### src/rtl/alu_pkg.sv
// Shared opcode and FSM definitions for alu_seq. The BUSY state only exists
// when ALU_SEQ_MUL_EN is defined.
package alu_pkg;

    localparam int ALU_OP_W = 4;

    typedef enum logic [ALU_OP_W-1:0] {
        OP_ADD = 4'd0,
        OP_SUB = 4'd1,
        OP_AND = 4'd2,
        OP_OR  = 4'd3,
        OP_NOR = 4'd4,
        OP_XOR = 4'd5,
        OP_SLL = 4'd6,
        OP_SRL = 4'd7,
        OP_SRA = 4'd8,
        OP_SLT = 4'd9,
        OP_MUL = 4'd10
    } alu_op_e;

    typedef enum logic [1:0] {
        ST_IDLE = 2'd0,
`ifdef ALU_SEQ_MUL_EN
        ST_BUSY = 2'd1,
`endif
        ST_DONE = 2'd2
    } state_t;

endpackage

### src/rtl/alu_mul_iter.sv
// Unsigned shift-add multiplier: one partial product per cycle for N cycles.
// done is high during the last iteration; p is then the full 2N-bit product.
module alu_mul_iter #(
    parameter int N = 32
) (
    input  logic           clk,
    input  logic           rst_n,
    input  logic           start,
    input  logic [N-1:0]   a,
    input  logic [N-1:0]   b,
    output logic           done,
    output logic [2*N-1:0] p
);

    localparam int CW = $clog2(N + 1);

    logic [2*N-1:0] mcand;
    logic [N-1:0]   mplier;
    logic [2*N-1:0] acc;
    logic [CW-1:0]  cnt;
    logic [2*N-1:0] acc_next;

    // The final iteration's sum is handed out combinationally so the owner can
    // capture it on the same edge that would have stored it here.
    assign acc_next = acc + (mplier[0] ? mcand : '0);
    assign done     = (cnt == CW'(1));
    assign p        = acc_next;

    always_ff @(posedge clk or negedge rst_n) begin
        if (!rst_n) begin
            mcand  <= '0;
            mplier <= '0;
            acc    <= '0;
            cnt    <= '0;
        end else if (start) begin
            mcand  <= {{N{1'b0}}, a};
            mplier <= b;
            acc    <= '0;
            cnt    <= CW'(N);
        end else if (cnt != '0) begin
            acc    <= acc_next;
            mcand  <= mcand << 1;
            mplier <= mplier >> 1;
            cnt    <= cnt - CW'(1);
        end
    end

endmodule

### src/rtl/alu_seq.sv
// Sequential ALU with a registered result stage and valid/ready handshakes.
// Define ALU_SEQ_MUL_EN to add the iterative MUL; otherwise opcode 10 is reserved.
module alu_seq
    import alu_pkg::*;
#(
    parameter int N   = 32,
    parameter int SHW = $clog2(N)
) (
    input  logic                clk,
    input  logic                rst_n,
    input  logic                in_valid,
    output logic                in_ready,
    input  logic [N-1:0]        A,
    input  logic [N-1:0]        B,
    input  logic [ALU_OP_W-1:0] OP,
    output logic                out_valid,
    input  logic                out_ready,
    output logic [N-1:0]        C,
    output logic                OV,
    output logic                CY,
    output logic                Z,
    output logic                ERR,
    output logic [1:0]          dbg_state
);

    state_t         state;
    logic           xfer_in;
    logic [N-1:0]   r_c;
    logic           r_ov;
    logic           r_cy;
    logic           r_err;
    logic [N:0]     sum;
    logic [SHW-1:0] sh;

    // A beat moves on a rising edge where valid and ready are both high; once
    // out_valid rises, C and flags stay frozen until the consumer takes them.
    assign in_ready  = (state == ST_IDLE) || ((state == ST_DONE) && out_ready);
    assign out_valid = (state == ST_DONE);
    assign xfer_in   = in_valid && in_ready;
    assign dbg_state = state;
    assign sh        = B[SHW-1:0];

    always_comb begin
        r_c   = '0;
        r_ov  = 1'b0;
        r_cy  = 1'b0;
        r_err = 1'b0;
        sum   = '0;
        case (OP)
            OP_ADD: begin
                sum  = {1'b0, A} + {1'b0, B};
                r_c  = sum[N-1:0];
                r_cy = sum[N];
                r_ov = (A[N-1] == B[N-1]) && (r_c[N-1] != A[N-1]);
            end
            OP_SUB: begin
                r_c  = A - B;
                r_cy = (A < B);
                r_ov = (A[N-1] != B[N-1]) && (r_c[N-1] != A[N-1]);
            end
            OP_AND:  r_c = A & B;
            OP_OR:   r_c = A | B;
            OP_NOR:  r_c = ~(A | B);
            OP_XOR:  r_c = A ^ B;
            OP_SLL:  r_c = A << sh;
            OP_SRL:  r_c = A >> sh;
            OP_SRA:  r_c = $signed(A) >>> sh;
            // Direct signed compare, immune to A-B overflow.
            OP_SLT:  r_c = {{(N-1){1'b0}}, ($signed(A) < $signed(B))};
            default: r_err = 1'b1;
        endcase
    end

`ifdef ALU_SEQ_MUL_EN
    logic           mul_start;
    logic           mul_done;
    logic [2*N-1:0] mul_p;

    assign mul_start = xfer_in && (OP == OP_MUL);

    alu_mul_iter #(.N(N)) u_mul (
        .clk   (clk),
        .rst_n (rst_n),
        .start (mul_start),
        .a     (A),
        .b     (B),
        .done  (mul_done),
        .p     (mul_p)
    );
`endif

    always_ff @(posedge clk or negedge rst_n) begin
        if (!rst_n) begin
            state <= ST_IDLE;
            C     <= '0;
            OV    <= 1'b0;
            CY    <= 1'b0;
            Z     <= 1'b0;
            ERR   <= 1'b0;
        end else begin
            case (state)
                ST_IDLE, ST_DONE: begin
                    if (xfer_in) begin
`ifdef ALU_SEQ_MUL_EN
                        if (OP == OP_MUL) begin
                            state <= ST_BUSY;
                        end else begin
`else
                        begin
`endif
                            state <= ST_DONE;
                            C     <= r_c;
                            OV    <= r_ov;
                            CY    <= r_cy;
                            Z     <= (r_c == '0);
                            ERR   <= r_err;
                        end
                    end else if (out_valid && out_ready) begin
                        state <= ST_IDLE;
                    end
                end
`ifdef ALU_SEQ_MUL_EN
                ST_BUSY: begin
                    if (mul_done) begin
                        state <= ST_DONE;
                        C     <= mul_p[N-1:0];
                        OV    <= (mul_p[2*N-1:N] != '0);
                        CY    <= 1'b0;
                        Z     <= (mul_p[N-1:0] == '0);
                        ERR   <= 1'b0;
                    end
                end
`endif
                default: state <= ST_IDLE;
            endcase
        end
    end

endmodule

### config.mk
export PLATFORM = sky130hd
export DESIGN_NAME = alu_seq
export DESIGN_NICKNAME = d
export VERILOG_FILES = /design/src/rtl/alu_pkg.sv /design/src/rtl/alu_mul_iter.sv /design/src/rtl/alu_seq.sv
export SDC_FILE = /design/constraint.sdc
export NUM_CORES = 1
export LEC_CHECK = 0
export ABC_AREA = 1
export BUFFER_PORTS_ARGS = -buffer_cell sky130_fd_sc_hd__buf_2
export CORE_UTILIZATION = 30
export CTS_CLUSTER_SIZE = 28
export DETAILED_ROUTE_END_ITERATION = 7
export PLACE_DENSITY = 0.44
export SLEW_MARGIN = 20
export SYNTH_ARGS = -nofsm -noshare
export SYNTH_HDL_FRONTEND = slang
export SYNTH_SLANG_ARGS = --single-unit
### constraint.sdc
create_clock -name clk -period 2.85 [get_ports clk]
set_input_delay 0.285 -clock clk [delete_from_list [all_inputs] [get_ports clk]]
set_output_delay 0.285 -clock clk [all_outputs]
set_load 0.02 [all_outputs]
# Word-level counts from Yosys, hierarchy flattened
# Index checks and enable logic that the tools add are counted.
# W data, S select, Z words.
word_totals:
  regBits: 38
  latchBits: 0
  mem_bits_rw: 0
  mem_bits_ro: 0
  in_bits: 72
  output_inout_bits: 40
  word_cells: 50
  n_memories: 0
op_classes:
  n_addsub: 2
  multipliers: 0
  div: 0
  n_lt_le_gt_ge: 2
  eq_ne: 15
  n_shift: 3
  n_mux: 7
  n_bitwise: 4
  reduce_logical: 11
op_table:
  columns: ["cell", "count"]
  rows:
  - ["$pmux W32 S10", 1]
  - ["$lt A32 B32 Y1", 2]
  - ["$add A32 B32 Y33", 1]
  - ["$and A32 B32 Y32", 1]
  - ["$logic_not A32 Y1", 1]
  - ["$not A32 Y32", 1]
  - ["$or A32 B32 Y32", 1]
  - ["$shl A32 B5 Y32", 1]
  - ["$shr A32 B5 Y32", 1]
  - ["$sshr A32 B5 Y32", 1]
  - ["$sub A32 B32 Y32", 1]
  - ["$xor A32 B32 Y32", 1]
  - ["$eq A4 B3 Y1 const B", 4]
  - ["$reduce_or A10 Y1", 1]
  - ["$eq A4 B2 Y1 const B", 2]
  - ["$eq A4 B4 Y1 const B", 2]
  - ["$mux W2", 3]
  - ["$eq A4 B1 Y1 const B", 1]
  - ["$logic_and A1 B1 Y1", 4]
  - ["$logic_not A4 Y1", 1]
  - ["$pmux W1 S2", 2]
  - ["$ne A1 B1 Y1", 3]
  - ["$ne A3 B3 Y1 const B", 1]
  - ["$eq A2 B2 Y1 const B", 1]
  - ["6 further kinds", 6]

# Depth between registers and ports, before layout
# Gate-level depths: netlist of run 1.
depth:
  word_depth: 6
  depth_mapped: 25
  depth_no_buf: 22

# Worst setup path before layout of run 1
# OpenSTA, ideal clock, no wires.
synth_timing:
  path_type: "input-to-reg"
  from: "input port B[4]"
  to: "register Z"
  setup_ns: 0.066
  arrival_ns: 2.671
  t_required_ns: 2.784
  path_slack_ns: 0.113
  path_stages: 24
  path_buffers: 3
  path_cell_list: "inv_1 -> clkbuf_1 -> clkbuf_1 -> ha_1 -> buf_2 -> inv_1 -> nand2_1 -> nand2_1 -> inv_1 -> nand3_2 -> nand2_1 -> nand2_1 -> nand2_1 -> nand2_1 -> nand2_1 -> nand3_1 -> nand2_1 -> nor2_1 -> nand2_1 -> nor2_1 -> nand2_1 -> nor2_1 -> nand3_1 -> nand2_1"
synth_between:
  elab_chain_cells: 4
synth_lines:
  columns: ["element", "line", "rtl"]
  rows:
  - ["from (decl)", "alu_seq.sv:14", "input logic [N-1:0] B,"]
  - ["parallel branches: the longest is 2 deep, another holds $sub A32 B32 Y32", null, null]
  - ["$pmux W32 S10 (*)", "alu_seq.sv:49", "case (OP)"]
  - ["$logic_not A32 Y1 (*)", "alu_seq.sv:115", "Z <= (r_c == '0);"]
  - ["to (signal assigned)", "alu_seq.sv:115", null]
  - ["to (decl)", "alu_seq.sv:21", "output logic Z,"]
# Mark *: on every way between the ends.
# A chain may end at the register's enable or synchronous reset.

# Worst setup path in the final report of run 1
layout_timing:
  from: "input port A[19]"
  to: "register Z"
layout_between:
  elab_chain_cells: 4
layout_lines:
  columns: ["element", "line", "rtl"]
  rows:
  - ["from (decl)", "alu_seq.sv:13", "input logic [N-1:0] A,"]
  - ["parallel branches: the longest is 2 deep, another holds $sub A32 B32 Y32", null, null]
  - ["$pmux W32 S10 (*)", "alu_seq.sv:49", null]
  - ["$logic_not A32 Y1 (*)", "alu_seq.sv:115", null]
# Marked as above.

==> metrics.md, run 1 <==
| Metric | Value |
|---|---|
| Status | finished with violations |
| Failing checks | design-rule violations |
| GP Congestion | 1.06 |
| Share of the synthesized area in the top cell type | 28.7% |
| Period Utilization, post-route | 96.1% |
| Slew @ Worst Pin | 0.988 ns |
| Worst hold slack | 0.134 ns |
| Synth Net Count | 2572 |
| # IOs | 112 |
| Synth area leaders | nand2_1 (29%), nand3_1 (17%), inv_1 (10%) |
| CTS clk-pin slew, worst paths | 0.07 ns |
| Fmax | 365 MHz |
| Simple-gate area share of the yosys netlist | 56.1% |
| Die height | 202 um |
| Setup Skew | 0.0116 ns |
| Yosys warnings | 0 |
| Initial antenna violation count | 0 |
| Pleak | 9.83 nW |
| Critical Path, Cell by Cell | buf_2 > inv_1 > ha_1 > buf_4 > nor2_2 > inv_1 > nor2_4 > nand2_1 > nor3_1 > buf_4 > nand2_2 > nand2_1 > nand2_2 > nand3_2 > nand2_1 > nor2_1 > nand4_1 > nor2_4 > nand3_1 > nand2_1 |
| Number of global-route vias before repair | 16.1k |
| Vias | 17.2k |
| Via density | 5.08 |
| DP Wirelength | 58.9 mm |
| VDD IR max | 174 uV |
| Pwr Total | 4.66 mW |
| Setup violators final | 0 |
| Post-Route WL | 69.0 mm |
| FF-to-FF setup slack | 1.00 ns |
| XOR/XNOR Fraction of Synth Area | 0.218% |
| Final Critical Period | 2.74 ns |
| Inserted Clock Buffers | 5 |
| Met1 capacity usage during global routing | 47.4% |
| Crit-path max FO | 4 |
| Rows | 73 |
| First-pass GRT wire length | 103 mm |
| Primary FF master, synth | dfrtp_1 |
| Fill cells | 4623 |
| Clock Latency Late Sink | 0.29 ns |
| Final Hold Viols | 0 |
| CTS H-tree depth | 2 |
| CP Launch Type | primary input |
| Most common cell type on the critical path | nand2_1 |
| Pre-CTS setup slack | -0.556 ns |
| Worst Path Buf+Inv | 5 |
| Sequential cell area fraction in the yosys report | 7.69% |
| Post-route setup slack | 0.112 ns |
| Classification of the worst setup path | in -> reg |
| Remaining global-route overflow | 0 |
| Initial DRC Count | 1716 |
| Setup crit end kind | register |
| Area of the die | 40900 um^2 |
| Initial Util | 30.4% |
| Die width | 202 um |
| Syn Area/Cell | 5.01 um^2 |
| CP max-delay cell | ha_1 |
| Mux cell area share after synthesis | 0% |
| Cell family with most CP delay | simple AND/OR/NAND/NOR gates |
| PD cells | 281 nW/um^2 |
| Gr usage total | 33.3% |
| Setup TNS | 0 ns |
| Count leader, synth | nand2_1 |
| Finished Core Util | 41.8% |
| Clk sinks | 37 |
| Layout cell share with drive strength beyond 1 | 23.2% |
| Critical path data arrival time | 2.97 ns |
| Mapped cell area | 12000 um^2 |
| First-pass detailed-route iteration total | 8 |
| Synth Area in Compound Gates | 9.91% |
| Routed wire per std cell | 20.3 um |
| Asr flop ratio synth | 100% |
| # diodes | 0 |
| CTS root buf | clkbuf_16 |
| Largest family of logic cells by synthesized area | simple AND/OR/NAND/NOR gates |
| I/O Buffers | 110 |
| Adder-Cell Fraction of Synth Area | 10.4% |
| GRT Max-Usage Layer | met2 |
| Pin count of the biggest net entering global routing | 68 |
| Core Footprint | 39600 um^2 |
| Layout area overhead | 37.6% |
| CTS tree | built |
| Gate Count Post-Synth | 2401 |
| # hold bufs at CTS | 0 |
| Max Cap Viol | 0 |
| Clk buf depth | 2 |
| Fin. max-slew vios | 0 |
| Drc violations | 4 |
| Met2 usage | 52.9% |
| Max stage delay on crit path | 0.36 ns |
| Nets | 3037 |
| Netlist cell types | 50 |
| Post-synth top cells | nand2_1 (919), nand3_1 (403), inv_1 (334) |
| Post-synth EDFFs | 0 |
| Cell taking the most area after synthesis | nand2_1 |
| DRT antenna net count | 0 |
| Post-synthesis register bit count | 37 |
| Critical Path RT | 3.08 ns |
| Met3 Track Usage GR | 3.43% |
| Worst hold path type | in -> async |
| Slew Limit Headroom | 33.9% |
## path summary, 6_finish.rpt
path	start	endpoint	cells past startpoint
worst max-delay path	A[19]	Z	20
worst min-delay path	rst_n	C[22]	1
worst max register to register	dbg_state[1]	CY	6
worst min register to register	C[5]	C[5]	2
max in group asynchronous	rst_n	C[14]	1
min in group clk	out_ready	dbg_state[1]	4
## power by group
| part | switching, mW | internal (mW) |
|---|---|---|
| combinational | 2.00 | 1.24 |
| sequential | 0.0454 | 0.607 |
| clock | 0.262 | 0.506 |
## metrics by stage
step	area [um^2]	instances
detailed placement	16200	3380
floorplan	12000	2401
global route	16600	3392
finish	16600	3392
CTS	16400	3388
global placement	16200	3380
## cell type report
cell class / count / area (um^2) / area share [%]
multi-input cells: 1909 / 9380 / 56.6
clock inverters: 3 / 68.8 / 0.415
repair buffers: 566 / 4110 / 24.8
clock buffers: 5 / 125 / 0.755
inverters: 347 / 1310 / 7.88
flip-flops and latches: 37 / 926 / 5.59
well taps: 525 / 657 / 3.96
## metal layers
| metal | vias to the layer above | routed length [um] | part of all wire (%) |
|---|---|---|---|
| met1 | 7838 | 31600 | 46 |
| met4 | 0 | 2270 | 3.3 |
| met2 | 772 | 30000 | 43 |
| met5 | - | 0 | 0 |
| li1 | 8533 | - | - |
| met3 | 99 | 5180 | 7.5 |
## repair_timing
| action | CTS | global route |
|---|---|---|
| cloned | 0 | 0 |
| pin swaps | 1 | 6 |
| endpoints found under the setup margin | 1 | 1 |
| buffers inserted | 0 | 4 |
| gates resized for setup | 8 | 32 |
## cell families (layout without fill, tap and decap cells)
logic type / count (synthesis) / in the layout
flops: 37 / 37
simple gates: 1595 / 1595
compound gates: 211 / 211
other cells: 1 / 1
fa+ha+maj: 99 / 99
xor+xnor: 3 / 3
buf+inv: 455 / 921
## cells in the final DEF, fill, tap and decap left out, types with 3 or more instances in the layout
| cell type | count |
|---|---|
| nand3_2 | 7 |
| nand2_2 | 35 |
| inv_1 | 334 |
| o22ai_1 | 24 |
| nor3_1 | 28 |
| nor2_4 | 5 |
| nand4_1 | 24 |
| a221oi_1 | 3 |
| a21oi_1 | 59 |
| nand3_1 | 398 |
| inv_2 | 8 |
| nand2_1 | 912 |
| a31oi_1 | 5 |
| and2_1 | 4 |
| ha_1 | 91 |
| o211ai_1 | 3 |
| xor2_1 | 3 |
| nor2_2 | 18 |
| o21ai_1 | 9 |
| a21oi_2 | 6 |
| nor2_1 | 153 |
| and3_1 | 3 |
| buf_4 | 445 |
| ha_2 | 5 |
| buf_12 | 11 |
| buf_2 | 110 |
| o21ai_0 | 79 |
| a211oi_1 | 6 |
| o21bai_1 | 6 |
| dfrtp_1 | 37 |
| clkinv_1 | 4 |
| clkbuf_16 | 5 |
## flip-flops by register name, indices dropped and copies added (netlist names)
register,cells
ERR,1
C,32
Z,1
CY,1
dbg_state,1
OV,1
Power figures use the tool's default switching activity.
==> run 2: changes to the inputs <==
Settings changed: PLACE_DENSITY 0.44 to default.
==> metrics.md, run 2 (synthesized netlist as in run 1, its figures left out) <==
| Metric | Value |
|---|---|
| Post-Layout Cell Count | 3158 |
| Fmax | 372 MHz |
| Final Critical Period | 2.69 ns |
| Initial DRC Count | 2075 |
| Worst hold path type | in -> async |
| Area of the die | 40900 um^2 |
| # hold bufs at CTS | 0 |
| Core Footprint | 39600 um^2 |
| Classification of the worst setup path | in -> reg |
| Fill cells | 4694 |
| Die height | 202 um |
| Period Utilization, post-route | 94.3% |
| Fin. max-slew vios | 0 |
| Biggest register | C |
| Placed insts | 3150 |
| FF+latch area | 926 um^2 |
| Inserted Clock Buffers | 5 |
| Area of the multi-input gates | 9330 um^2 |
| Vias | 16.6k |
| CTS H-tree depth | 2 |
| Via density | 5.25 |
| Pleak | 8.67 nW |
| Die width | 202 um |
| Clk buf depth | 2 |
| Remaining global-route overflow | 0 |
| CTS clk-pin slew, worst paths | 0.06 ns |
| Crit-path max FO | 6 |
| Pin count of the biggest net entering global routing | 63 |
| Drc violations | 0 |
| Slew Limit Headroom | 37.9% |
| Commonest cells after routing, fill and taps aside | nand2_1 (918), nand3_1 (400), inv_1 (334) |
| # diodes | 0 |
| PD cells | 273 nW/um^2 |
| Finished Core Util | 37.0% |
| # IOs | 112 |
| Layout cell share with drive strength beyond 1 | 16.2% |
| Clock Latency Late Sink | 0.29 ns |
| Critical path data arrival time | 2.92 ns |
| Routed wire per std cell | 18.8 um |
| Rows | 73 |
| Slew @ Worst Pin | 0.928 ns |
| VDD IR max | 215 uV |
| RSZ-0062 raised after global routing | false |
| Post-Route WL | 59.4 mm |
| Number of global-route vias before repair | 15.2k |
| CTS tree | built |
| Pwr Total | 4.01 mW |
| CTS root buf | clkbuf_16 |
| Setup Skew | 0.00867 ns |
| Commonest non-fill, non-tap cell in the layout | nand2_1 |
| DP Wirelength | 50.0 mm |
| Critical Path RT | 3.08 ns |
| CP Launch Type | primary input |
| Setup crit end kind | register |
| Initial antenna violation count | 2 |
| Layout area overhead | 22.0% |
| Max Cap Viol | 0 |
| Final Hold Viols | 0 |
| Nets | 2803 |
| Gr usage total | 28.5% |
| Setup violators final | 0 |
| Status | completed |
| GP Congestion | 1.09 |
| Largest register FFs | 32 |
| Clk sinks | 37 |
| First-pass GRT wire length | 89.9 mm |
| Initial Util | 30.4% |
| First-pass detailed-route iteration total | 6 |
| I/O Buffers | 110 |
| DRT antenna net count | 0 |
[run 2: cell count changes in the layout (fill, tap and decap cells not counted), sizes merged]
cell and delta:
buf -234, bufinv -2, clkinv +2, clkinvlp +1, inv -1
[run 2: cell type report]
cell class	count	share of cell area [%]
clock buffer	5	0.852
clock inverter	3	0.119
inverter	347	8.89
multi-input combinational	1909	63.5
sequential	37	6.30
tap	525	4.47
timing repair buffer	332	15.9
[run 2: metrics by stage]
step	hold slack (ns)	TNS, ns	cell area, um^2	setup slack (ns)
after floorplan	-0.0106	0	12000	0.113
after global placement	0.428	-0.126	14500	-0.126
after detailed placement	0.427	-0.111	14500	-0.111
after CTS	0.117	0	14600	0.179
after global routing	0.176	0	14700	0.0000673
final	0.0927	0	14700	0.161
[run 2: final timing paths]
path	slack, ns	start	cells after the start	to
min reg2reg	0.47	C[3]	2	C[3]
max in group asynchronous	2.23	rst_n	1	C[14]
min	0.09	rst_n	1	C[24]
max reg2reg	1.36	dbg_state[1]	4	ERR
min in group clk	0.27	out_ready	4	dbg_state[1]
max	0.16	B[14]	19	Z
[run 2: worst max-delay path, stage by stage]
cell and delay [ns]:
buf_2 0.15, inv_1 0.08, ha_1 0.43, nand2_1 0.15, nor2_1 0.15, inv_1 0.08
nor3_2 0.25, nand3_1 0.19, nand3_1 0.10, nand2_1 0.05, nand3_1 0.12, nand2_1 0.09
nor2_2 0.21, nand2_1 0.08, nor2_1 0.12, nand2_1 0.06, nor2_1 0.15, nand3_1 0.09
nand2_1 0.06
[run 2: timing repair]
action,4_1_cts,5_1_grt
buffers inserted,0,0
hold endpoints to repair,0,0
endpoints found under the setup margin,0,1
gates resized for setup,0,30
[run 2: report_power, final]
part	leakage (nW)	internal, mW	switching, mW	total, mW
logic	8.12	0.974	1.84	2.82
registers	0.481	0.608	0.0466	0.654
clock network	0.0696	0.321	0.220	0.540
[run 2: metal layers]
metal / GRT usage [%] / wire, um
met1: 39.6 / 25600
met2: 42.8 / 24400
met3: 5.53 / 6540
met4: 11.4 / 2850
met5: 0 / 29
==> run 3: changes to the inputs <==
Settings changed: ABC_AREA 1 to default.
==> metrics.md, run 3 <==
| Metric | Value |
|---|---|
| Drc violations | 0 |
| First-pass detailed-route iteration total | 6 |
| CTS tree | built |
| Netlist cell types | 88 |
| Pwr Total | 5.37 mW |
| Layout cell share with drive strength beyond 1 | 50.0% |
| Asr flop ratio synth | 100% |
| Clk buf depth | 2 |
| Mapped cell area | 11200 um^2 |
| Slew @ Worst Pin | 0.846 ns |
| Routed wire per std cell | 25.1 um |
| # IOs | 112 |
| Status | finished with violations |
| Final Critical Period | 3.46 ns |
| Max Cap Viol | 0 |
| DRT antenna net count | 0 |
| Clk sinks | 37 |
| Crit-path max FO | 6 |
| Inserted Clock Buffers | 5 |
| P_sw | 2.43 mW |
| Cell taking the most area after synthesis | ha_1 |
| Gate Count Post-Synth | 1584 |
| Setup Skew | 0.00278 ns |
| Classification of the worst setup path | in -> reg |
| Core Footprint | 36600 um^2 |
| # hold bufs at CTS | 0 |
| Fmax | 289 MHz |
| Post-synthesis register bit count | 37 |
| Setup TNS | -2.72 ns |
| Worst hold path type | in -> async |
| Count leader, synth | nand2_1 |
| Share of the synthesized area in the top cell type | 10.9% |
| Slew Limit Headroom | 43.1% |
| Critical path data arrival time | 3.66 ns |
| I/O Buffers | 110 |
| PD cells | 274 nW/um^2 |
| GP Congestion | 1.03 |
| Fin. max-slew vios | 0 |
| Yosys warnings | 0 |
| Combinational Power Share | 77.0% |
| Period Utilization, post-route | 121% |
| Power share of the clock group | 10.7% |
| CTS clk-pin slew, worst paths | 0.05 ns |
| Synth area leaders | ha_1 (11%), dfrtp_1 (8.3%), nand2_1 (6.3%) |
| VDD IR max | 224 uV |
| Pleak | 8.89 nW |
| Failing checks | negative setup slack |
| Post-synth top cells | nand2_1 (187), nor2_1 (140), a21oi_1 (113) |
| Pin count of the biggest net entering global routing | 38 |
| CTS H-tree depth | 2 |
| Layout area overhead | 74.9% |
| Clock Latency Late Sink | 0.28 ns |
| # diodes | 0 |
| Initial Util | 30.5% |
| RSZ-0062 raised after global routing | true |
| Gr usage total | 35.3% |
| Largest register FFs | 32 |
| Sequential cell area fraction in the yosys report | 8.28% |
| Area of the die | 38000 um^2 |
| Initial DRC Count | 1776 |
| First-pass GRT wire length | 101 mm |
| Commonest cells after routing, fill and taps aside | buf_4 (651), nand2_1 (178), nor2_1 (132) |
| Biggest register | C |
| Post-synth EDFFs | 0 |
| Finished Core Util | 53.4% |
| Setup violators final | 13 |
| Die height | 195 um |
| Die width | 195 um |
| Nets | 2454 |
| Syn Area/Cell | 7.06 um^2 |
| Sequential Power Share | 12.2% |
| Via density | 5.94 |
| Initial antenna violation count | 1 |
| Rows | 70 |
| Setup crit end kind | register |
| Pre-CTS setup slack | -1.50 ns |
| Sw Ratio | 45.4% |
| CTS root buf | clkbuf_16 |
| Synth Net Count | 1755 |
| DP Wirelength | 56.5 mm |
| Commonest non-fill, non-tap cell in the layout | buf_4 |
| CP Launch Type | primary input |
| Vias | 16.3k |
| Critical Path RT | 3.05 ns |
| Internal | 2.93 mW |
| Primary FF master, synth | dfrtp_1 |
| Post-route setup slack | -0.611 ns |
| Number of global-route vias before repair | 16.0k |
| Post-Route WL | 69.2 mm |
| Final Hold Viols | 0 |
| Remaining global-route overflow | 0 |
run 3: cell types whose count changed in the layout (fill, tap and decap cells not counted), sizes merged, moves of 21 or more:
cell and delta:
a211oi +32, a21oi +47, a31oi +21, buf +484, inv -244, mux2 +31
mux2i +62, mux4 +30, nand2 -760, nand3 -374, nor2 -36, nor2b +27
o211ai +31
run 3: critical path, cell delays in order:
cell and delay [ns]:
buf_12 0.11, buf_12 0.13, buf_12 0.14, buf_6 0.13, buf_16 0.13, mux2_4 0.32, o22ai_2 0.16, a211oi_1 0.12
a32oi_2 0.31, o2111a_2 0.32, nand2_1 0.08, o32a_1 0.36, or4_4 0.43, nor4_2 0.20, buf_4 0.16, nand4_1 0.09
o31ai_2 0.18
run 3: final timing paths:
| check | from | endpoint | slack (ns) | depth (start not counted) |
|---|---|---|---|---|
| hold / removal | rst_n | C[5] | 0.09 | 1 |
| hold reg to reg | C[19] | C[19] | 0.46 | 2 |
| min in group clk | in_valid | dbg_state[1] | 0.21 | 2 |
| setup reg to reg | dbg_state[1] | Z | 0.32 | 11 |
| max in group asynchronous | rst_n | C[27] | 2.24 | 1 |
| setup / recovery | B[0] | Z | -0.61 | 17 |
run 3: power by group through the flow:
stage               combinational, mW  clock [mW]  sequential, mW
floorplan                        1.49           0           0.776
global placement                 3.41           0           0.662
detailed placement               3.42           0           0.666
CTS                              3.80       0.587           0.657
global route                     4.34       0.607           0.667
finish                           4.13       0.577           0.656
run 3: metal layers:
metal | global-route usage (%) | vias up | wire (um) | share of wire, %
li1 | - | 7366 | - | -
met1 | 47.9 | 7829 | 29600 | 43
met2 | 55.7 | 952 | 30400 | 44
met3 | 4.34 | 187 | 5720 | 8.3
met4 | 16.0 | 0 | 3490 | 5.0
met5 | 0 | - | 0 | 0
run 3: cells by family (layout without fill, tap and decap cells):
group,Yosys count,count (layout),share of synthesized area (%)
other,1,1,0.0336
multiplexers,123,123,14.8
AO/OA/AOI/OAI,554,554,34.2
XOR/XNOR,13,13,1.02
adder cells (fa/ha/maj),99,99,11.2
AND/OR/NAND/NOR,529,529,22.2
buffers and inverters,228,928,8.24
flip-flops,37,37,8.28
run 3: cell type report:
class / instances / area (um^2)
Multi-Input combinational cell: 1319 / 11000
Clock inverter: 1 / 5.00
Tap cell: 468 / 586
Timing Repair Buffer: 819 / 6470
Fill cell: 3473 / 17100
Inverter: 101 / 407
Clock buffer: 7 / 153
Sequential cell: 37 / 926
run 3: repair_timing:
action / in CTS / in global routing
gates cloned: 4 / 2
buffers inserted: 45 / 33
setup endpoints to repair: 27 / 25
pin swaps: 66 / 81
resized for setup: 231 / 171
endpoints found under the hold margin: 0 / 0
run 3: through the flow:
step / hold slack, ns / std cells / instance area [um^2]
4_1_cts: 0.120 / 2722 / 18600
5_1_grt: 0.163 / 2752 / 19500
3_3_place_gp: 0.409 / 2668 / 16900
2_1_floorplan: -0.0106 / 1584 / 11500
3_5_place_dp: 0.422 / 2668 / 16900
6_report: 0.0896 / 2752 / 19500
